**src/rtl/wm_pkg.sv**
```systemverilog
// Shared washing-machine state codes, buzzer FSM states and decode helpers.
package wm_pkg;

    typedef enum logic [3:0] {
        StOff     = 4'b0000,
        StIdle    = 4'b0001,
        StFill    = 4'b0010,
        StWash    = 4'b0011,
        StDrain   = 4'b0100,
        StRinse   = 4'b0101,
        StSpin    = 4'b0110,
        StDone    = 4'b0111,
        StStandby = 4'b1000,
        StPaused  = 4'b1001,
        StError   = 4'b1010
    } wm_state_e;

    typedef enum logic [1:0] {
        B_IDLE,
        B_ON,
        B_OFF,
        B_ALARM
    } beep_state_e;

    // Unassigned codes fold onto ERROR.
    function automatic wm_state_e decode_state(logic [3:0] code);
        return (code > 4'(StError)) ? StError : wm_state_e'(code);
    endfunction

    function automatic logic is_run_phase(wm_state_e s);
        return (s inside {StFill, StWash, StDrain, StRinse, StSpin, StDone});
    endfunction

    function automatic logic [5:0] phase_onehot(wm_state_e s);
        logic [5:0] oh;
        oh = '0;
        case (s)
            StFill:  oh = 6'b000001;
            StWash:  oh = 6'b000010;
            StDrain: oh = 6'b000100;
            StRinse: oh = 6'b001000;
            StSpin:  oh = 6'b010000;
            StDone:  oh = 6'b100000;
            default: oh = '0;
        endcase
        return oh;
    endfunction

endpackage

```
**src/rtl/wm_tick_counter.sv**
```systemverilog
// Generic up-counter with synchronous clear, enable, and saturate-or-wrap behaviour.
module wm_tick_counter #(
    parameter int unsigned Width    = 8,
    parameter bit          Saturate = 1'b0
) (
    input  logic             clk,
    input  logic             rst,
    input  logic             clr,
    input  logic             en,
    output logic [Width-1:0] count
);

    always_ff @(posedge clk or negedge rst) begin
        if (!rst) begin
            count <= '0;
        end else if (clr) begin
            count <= '0;
        end else if (en && !(Saturate && (&count))) begin
            count <= count + Width'(1);
        end
    end

endmodule

```
**src/rtl/wm_status_panel.sv**
```systemverilog
// Front-panel status block: phase lamps, elapsed-time and cycle counters, error blink
// and end-of-cycle / alarm buzzer, all registered from the controller state.
module wm_status_panel
    import wm_pkg::*;
#(
    parameter int unsigned BEEP_TICKS  = 2,
    parameter int unsigned BEEP_COUNT  = 3,
    parameter int unsigned BLINK_TICKS = 1
) (
    input  logic       clk,
    input  logic       rst,
    input  logic       tick,
    input  logic [3:0] crnt_state,
    input  logic       door_locked,
    input  logic [1:0] drn_count,
    input  logic       timer_done,
    output logic [5:0] phase_led,
    output logic       lock_led,
    output logic       pause_led,
    output logic       err_led,
    output logic       buzzer,
    output logic [1:0] rinse_disp,
    output logic [7:0] elapsed,
    output logic [7:0] cycles_done
);

    localparam int unsigned BeepW    = $clog2(BEEP_TICKS + 1);
    localparam int unsigned BeepCntW = $clog2(BEEP_COUNT + 1);
    localparam int unsigned BlinkW   = $clog2(BLINK_TICKS + 1);

    wm_state_e   st, prev_q, last_phase_q;
    beep_state_e b_state_q;
    logic        primed_q;
    logic        in_run, in_err, in_pause, done_entry, err_entry;
    logic        elapsed_clr, elapsed_en;
    logic        beep_end, beep_clr, blink_end, blink_clr;
    logic [BeepW-1:0]    beep_cnt;
    logic [BeepCntW-1:0] beeps_q;
    logic [BlinkW-1:0]   blink_cnt;
    logic        unused_timer_done;

    assign unused_timer_done = timer_done;

    assign st         = decode_state(crnt_state);
    assign in_run     = is_run_phase(st);
    assign in_err     = (st == StError);
    assign in_pause   = (st == StPaused);
    // primed_q masks a DONE that is already present when reset releases.
    assign done_entry = primed_q && (st == StDone) && (prev_q != StDone);
    assign err_entry  = in_err && (prev_q != StError);

    // A phase change wins over a coincident tick.
    assign elapsed_clr = in_run ? (st != last_phase_q) : !in_pause;
    assign elapsed_en  = in_run && tick;

    assign beep_end  = tick && (beep_cnt == BeepW'(BEEP_TICKS - 1));
    assign beep_clr  = !(b_state_q inside {B_ON, B_OFF}) || beep_end;
    assign blink_end = in_err && tick && (blink_cnt == BlinkW'(BLINK_TICKS - 1));
    assign blink_clr = !in_err || err_entry || blink_end;

    wm_tick_counter #(.Width(8), .Saturate(1'b1)) u_elapsed (
        .clk   (clk),
        .rst   (rst),
        .clr   (elapsed_clr),
        .en    (elapsed_en),
        .count (elapsed)
    );

    wm_tick_counter #(.Width(BeepW), .Saturate(1'b0)) u_beep_timer (
        .clk   (clk),
        .rst   (rst),
        .clr   (beep_clr),
        .en    (tick),
        .count (beep_cnt)
    );

    wm_tick_counter #(.Width(BlinkW), .Saturate(1'b0)) u_blink_timer (
        .clk   (clk),
        .rst   (rst),
        .clr   (blink_clr),
        .en    (tick),
        .count (blink_cnt)
    );

    always_ff @(posedge clk or negedge rst) begin
        if (!rst) begin
            prev_q       <= StOff;
            primed_q     <= 1'b0;
            last_phase_q <= StOff;
            phase_led    <= '0;
            lock_led     <= 1'b0;
            pause_led    <= 1'b0;
            rinse_disp   <= '0;
            err_led      <= 1'b0;
            cycles_done  <= '0;
        end else begin
            prev_q     <= st;
            primed_q   <= 1'b1;
            lock_led   <= door_locked;
            pause_led  <= in_pause;
            rinse_disp <= drn_count;
            if (in_run) begin
                last_phase_q <= st;
            end else if (!in_pause) begin
                last_phase_q <= StOff;
            end
            if (in_run) begin
                phase_led <= phase_onehot(st);
            end else if (in_pause) begin
                phase_led <= phase_onehot(last_phase_q);
            end else begin
                phase_led <= '0;
            end
            if (!in_err) begin
                err_led <= 1'b0;
            end else if (err_entry) begin
                err_led <= 1'b1;
            end else if (blink_end) begin
                err_led <= ~err_led;
            end
            if (done_entry) begin
                cycles_done <= cycles_done + 8'd1;
            end
        end
    end

    always_ff @(posedge clk or negedge rst) begin
        if (!rst) begin
            b_state_q <= B_IDLE;
            buzzer    <= 1'b0;
            beeps_q   <= '0;
        end else if (in_err) begin
            b_state_q <= B_ALARM;
            buzzer    <= 1'b1;
        end else begin
            case (b_state_q)
                B_IDLE: begin
                    if (done_entry) begin
                        b_state_q <= B_ON;
                        buzzer    <= 1'b1;
                        beeps_q   <= '0;
                    end
                end
                B_ON: begin
                    if (st != StDone) begin
                        b_state_q <= B_IDLE;
                        buzzer    <= 1'b0;
                    end else if (beep_end) begin
                        b_state_q <= B_OFF;
                        buzzer    <= 1'b0;
                        beeps_q   <= beeps_q + BeepCntW'(1);
                    end
                end
                B_OFF: begin
                    if (st != StDone) begin
                        b_state_q <= B_IDLE;
                        buzzer    <= 1'b0;
                    end else if (beep_end) begin
                        if (beeps_q == BeepCntW'(BEEP_COUNT)) begin
                            b_state_q <= B_IDLE;
                        end else begin
                            b_state_q <= B_ON;
                            buzzer    <= 1'b1;
                        end
                    end
                end
                default: begin
                    b_state_q <= B_IDLE;
                    buzzer    <= 1'b0;
                end
            endcase
        end
    end

endmodule

```
**config.mk**
```make
export PLATFORM = sky130hd
export DESIGN_NAME = wm_status_panel
export DESIGN_NICKNAME = d
export VERILOG_FILES = /design/src/rtl/wm_pkg.sv /design/src/rtl/wm_tick_counter.sv /design/src/rtl/wm_status_panel.sv
export SDC_FILE = /design/constraint.sdc
export NUM_CORES = 1
export LEC_CHECK = 0
export CORE_MARGIN = 2
export CORE_UTILIZATION = 36
export DETAILED_ROUTE_END_ITERATION = 12
export PLACE_DENSITY = 0.67
export SLEW_MARGIN = 15
export SYNTH_ARGS = -nofsm -noshare
export SYNTH_HDL_FRONTEND = slang
export SYNTH_SLANG_ARGS = --single-unit
```
**constraint.sdc**
```tcl
create_clock -name clk -period 2.8 [get_ports clk]
set_input_delay 0.56 -clock clk [delete_from_list [all_inputs] [get_ports clk]]
set_output_delay 0.56 -clock clk [all_outputs]
set_load 0.02 [all_outputs]
```
# [After elaboration in Yosys (flattened, before gate mapping)]
# Index checks and enable logic that the tools add are counted.
[word_totals] ff_bits=44 in_bits=11 out_inout_bits=28 wordCells=118
[op_classes] n_addsub=5 order_cmp=1 eq_ne=31 muxes=37 n_bitwise=3 reduce_logical=26
[ops] op="$pmux 6 s6" count=2
[ops] op="$eq 4x3->1 const B" count=8
[ops] op="$mux 2" count=11
[ops] op="$add 8x1->8 const B" count=2
[ops] op="$eq 4x2->1 const B" count=4
[ops] op="$mux 8" count=2
[ops] op="$ne 4x3->1 const B" count=4
[ops] op="$mux 1" count=14
[ops] op="$mux 4" count=3
[ops] op="$mux 6" count=2
[ops] op="$reduce_bool 2->1" count=5
[ops] op="$eq 4x4->1 const B" count=2
[ops] op="$logic_and 1x1->1" count=8
[ops] op="$ne 2x2->1 const B" count=4
[ops] op="$ne 4x4->1 const B" count=2
[ops] op="$reduce_and 8->1" count=1
[ops] op="$pmux 2 s3" count=1
[ops] op="$reduce_bool 6->1" count=1
[ops] op="$reduce_and 5->1" count=1
[ops] op="$add 2x1->2 const B" count=2
[ops] op="$eq 2x1->1 const B" count=2
[ops] op="$eq 2x2->1 const B" count=2
[ops] op="$gt 4x4->1 const B" count=1
[ops] op="$logic_not 1->1" count=4
[ops] op="11 further kinds" count=15

# [Longest topological paths before layout]
[logic_depth] word_depth=8 depth_mapped=6 mapped_depth_nobuf=6

# [Modules after synthesis]
# Synthesis repeated with hierarchy kept, for this count alone.
[unflattened] cells_unflattened=219 area_unflattened_um2=2277.2
[modules_own_cells] module="wm_status_panel" n_inst=1 cells_each=162 area_per_inst_um2=1645.3 seq_area_each_um2=825.8
[modules_own_cells] module="wm_tick_counter (u_elapsed)" n_inst=1 cells_each=47 area_per_inst_um2=505.5 seq_area_each_um2=200.2
[modules_own_cells] module="wm_tick_counter (u_beep_timer)" n_inst=1 cells_each=7 area_per_inst_um2=88.8 seq_area_each_um2=50.0
[modules_own_cells] module="wm_tick_counter (u_blink_timer)" n_inst=1 cells_each=3 area_per_inst_um2=37.5 seq_area_each_um2=25.0

# [Least setup slack after synthesis]
# OpenSTA, ideal clock, no wires.
[synth_timing] kind="input to register" from="input port crnt_state[0]" to="register cycles_done[4]" setup_ns=0.131 arrival_ns=1.769 required_ns=2.669 slack_ns=0.900 cell_stages=6 n_path_buf=2 cell_sequence="buf_6 -> nand4b_4 -> or3_1 -> buf_2 -> or3_4 -> xnor2_2"
[synth_between] elab_chain_cells=5
[synth_lines] item="start, declared" line_no="wm_status_panel.sv:13" text="input logic [3:0] crnt_state,"
[synth_lines] item="$gt 4x4->1" line_no="wm_pkg.sv:27" text="return (code > 4'(StError)) ? StError : wm_state_e'(code);"
[synth_lines] item="$mux 4 (*)" line_no="wm_pkg.sv:27"
[synth_lines] item="$eq 4x3->1 (*)" line_no="wm_status_panel.sv:49" text="assign done_entry = primed_q && (st == StDone) && (prev_q != StDone);"
[synth_lines] item="$logic_and 1x1->1 (*) (2 in series)" line_no="wm_status_panel.sv:49"
[synth_lines] item="end signal, assigned" line_no="wm_status_panel.sv:122" text="cycles_done <= cycles_done + 8'd1;"
[synth_lines] item="end, declared" line_no="wm_status_panel.sv:24" text="output logic [7:0] cycles_done"
# Mark *: on every way between the ends. The rest lies on a longest branch, timed or not.
# A chain may end at the register's enable or synchronous reset.

# [Final worst setup path]
# Ends and elaborated chain as after synthesis.

==> flow_metrics.env <==
export IMPL_dr_pass1_iters=4
export IMPL_grt_pass1_vias=1624
export IMPL_synth_warnings=0
export IMPL_finalCritPeriodShare_pct=75.2
export IMPL_cts_hold_buf=0
export IMPL_die_y_microns=81.1
export IMPL_cp_end_kind="flop"
export IMPL_coreArea_sq_um=5820
export IMPL_ios=39
export IMPL_fin_skew_ps=9.72
export IMPL_ff2ff_path_depth=6
export IMPL_cts_htree_levels=2
export IMPL_area_delta_synth_final_pct=26.9
export IMPL_n_antenna_cell=0
export IMPL_fin_setup_tns_ps=0
export IMPL_r2r_start="b_state_q[1]$_DFFE_PN0P_"
export IMPL_report_final_setup_viol=0
export IMPL_cp_required_ps=3000
export IMPL_wl_microns=4210
export IMPL_synth_seq_cells=44
export IMPL_maxCapViolCount=0
export IMPL_cts_buffers=5
export IMPL_finalHoldViolCount=0
export IMPL_worst_setup_path_type="input port to flop"
export IMPL_cpPeakStageDelay_ps=560
export IMPL_start_util_pct=36.8
export IMPL_holdWs_ps=408
export IMPL_arrival_ps=2300
export IMPL_clock_sinks=44
export IMPL_grt_usage_pct=14.5
export IMPL_grt_ovfl_total=0
export IMPL_final_cell_mix="44 x dfrtp_1, 36 x clkdlybuf4s50_1, 21 x nand2_1, 17 x nor2_1, 11 x inv_1"
export IMPL_synth_edf_count=0
export IMPL_critical_path_slowest_cell="clkdlybuf4s50_1"
export IMPL_post_route_util_pct=46.7
export IMPL_critical_path_buf_inv_count=1
export IMPL_cts_tree="built"
export IMPL_vias_per_cell=5.06
export IMPL_gp_congestion=0.875
export IMPL_dp_hpwl_microns=2990
export IMPL_status="finished, final reports clean"
export IMPL_p_leak_nw=1.21
export IMPL_grt_max_degree=45
export IMPL_max_freq_mhz=475
export IMPL_ys_types=51
export IMPL_worstPathMaxFanout=5
export IMPL_synthCells=202
export IMPL_tightestPinTransition_ps=975
export IMPL_drive_gt1_share_pct=9.39
export IMPL_crit_cells=5
export IMPL_synth_seq_area_share_pct=51.5
export IMPL_grt_pass1_wl_microns=7240
export IMPL_insertion_delay_ps=300
export IMPL_clkTransAtPathRegs_ps=90
export IMPL_clockBufferDepth=2
export IMPL_synth_avg_cell_area_sq_um=10.6
export IMPL_dieWidth_microns=81.1
export IMPL_synth_main_ff_cell="dfrtp_1"
export IMPL_fin_ws_ps=693
export IMPL_final_common_cell="dfrtp_1"
export IMPL_die_area_sq_um=6580
export IMPL_rrSetupSlack_ps=1070
export IMPL_rsz0062_at_grt="no"
export IMPL_clock_root_buffer="clkbuf_8"
export IMPL_ant_nets=0
export IMPL_finalMaxSlewViolations=0
export IMPL_rows=28
export IMPL_portBuffers=37
export IMPL_post_place_ws_ps=372
export IMPL_holdCritPathClass="input port to asynchronous set/reset pin"
export IMPL_synth_nets=221
export IMPL_syn_cell_area_sq_um=2140
export IMPL_num_vias=1620
export IMPL_post_route_drc_count=0
export IMPL_antenna_found_initial=0
export IMPL_postCtsSetupBuffers=0
export IMPL_drt_iter0_drc=75
export IMPL_period_needed_ps=2110
export IMPL_peakVddDrop_v=0.000247
export IMPL_crit_chain="clkdlybuf4s50_1, nand4b_4, or3_1, or3_4, xnor2_2"
export IMPL_cp_start_kind="input port"
export IMPL_power_density_nw_per_um2=622
export IMPL_totalPowerFinal_mw=1.69
export IMPL_layout_nets=263
export IMPL_relSlewSlack_pct=35.0
export IMPL_async_reset_ff_share_pct=100
export IMPL_critPathTopFamily="simple AND/OR/NAND/NOR gates"
export IMPL_post_cts_resized=0
export IMPL_detail_route_wl_per_cell_microns=13.2
export IMPL_r2r_end="beeps_q[0]$_DFFE_PN0P_"
[worst register-to-register path: stages, from the launching register on]
cell	delay, ps
dfrtp_1	420
inv_1	90
ha_1	260
a21boi_0	310
nor3_1	90
nand2_1	120
mux2_2	340
[Yosys cell counts, types with 2 or more instances]
library cell,count,share of area (%)
inv_1,11,1.9
clkbuf_1,3,0.53
nand2b_1,2,0.58
a31oi_1,5,1.5
or4_1,2,0.70
and4b_1,3,1.4
xnor2_1,5,2.0
or3_1,3,0.88
o21ai_0,5,1.2
o21a_1,2,0.70
xor2_1,5,2.0
a21oi_1,5,1.2
ha_1,8,4.7
and3_1,2,0.58
nor2_1,17,3.0
buf_2,3,0.70
a22o_1,2,0.82
nand2_1,21,3.7
dfrtp_1,44,51
nand3_1,7,1.6
o31ai_1,4,1.4
mux2i_1,4,1.9
nor3_1,7,1.6
nor2b_1,5,1.5
[power by group]
group | internal (mW) | total [mW] | switching, mW
logic | 0.198 | 0.418 | 0.220
registers | 0.709 | 0.773 | 0.0646
clock network | 0.269 | 0.497 | 0.229
[layer usage]
layer / up-vias / wire length, microns / global-route usage, %
li1: 787 / - / -
met1: 794 / 2030 / 18.3
met2: 34 / 1930 / 23.4
met3: 5 / 187 / 3.78
met4: 0 / 59 / 6.27
met5: - / 0 / 0
[worst max path at each step]
stage	slack, ps	end	start
after global routing	590	u_elapsed.count[5]$_DFFE_PN0P_	crnt_state[2]
after global placement	390	cycles_done[4]$_DFFE_PN0P_	crnt_state[0]
after detailed placement	370	cycles_done[4]$_DFFE_PN0P_	crnt_state[0]
after CTS	690	cycles_done[4]$_DFFE_PN0P_	crnt_state[0]
final	690	cycles_done[4]$_DFFE_PN0P_	crnt_state[0]
after floorplan	900	cycles_done[4]$_DFFE_PN0P_	crnt_state[0]
[cell families after synthesis]
| family | synth area share (%) |
|---|---|
| AND/OR/NAND/NOR | 20.8 |
| flip-flops | 51.5 |
| AO/OA/AOI/OAI | 11.6 |
| buffers and inverters | 4.03 |
| XOR/XNOR | 4.85 |
| adder cells (fa/ha/maj) | 4.68 |
| multiplexers | 2.40 |
| other | 0.175 |
[state kept, by name (all words and copies together) (netlist names)]
| signal | flops |
|---|---|
| err_led | 1 |
| pause_led | 1 |
| phase_led | 6 |
| buzzer | 1 |
| b_state_q | 2 |
| u_beep_timer.count | 2 |
| primed_q | 1 |
| last_phase_q | 4 |
| beeps_q | 2 |
| rinse_disp | 2 |
| cycles_done | 8 |
| u_elapsed.count | 8 |
| prev_q | 4 |
| u_blink_timer.count | 1 |
| lock_led | 1 |
[final cells by class]
cell class / count / area, sq um
Clock inverter: 3 / 47.5
Fill cell: 566 / 3100
Sequential cell: 44 / 1100
Multi-Input combinational cell: 139 / 952
Clock buffer: 5 / 68.8
Tap cell: 75 / 93.8
Inverter: 11 / 41.3
Timing Repair Buffer: 43 / 410
[through the flow]
stage,cell area [sq um],std cells
finish,2720,320
detailed placement,2600,312
global placement,2600,312
global route,2720,320
CTS,2720,320
floorplan,2140,202
Note: power is estimated with default switching activity, not from simulation.
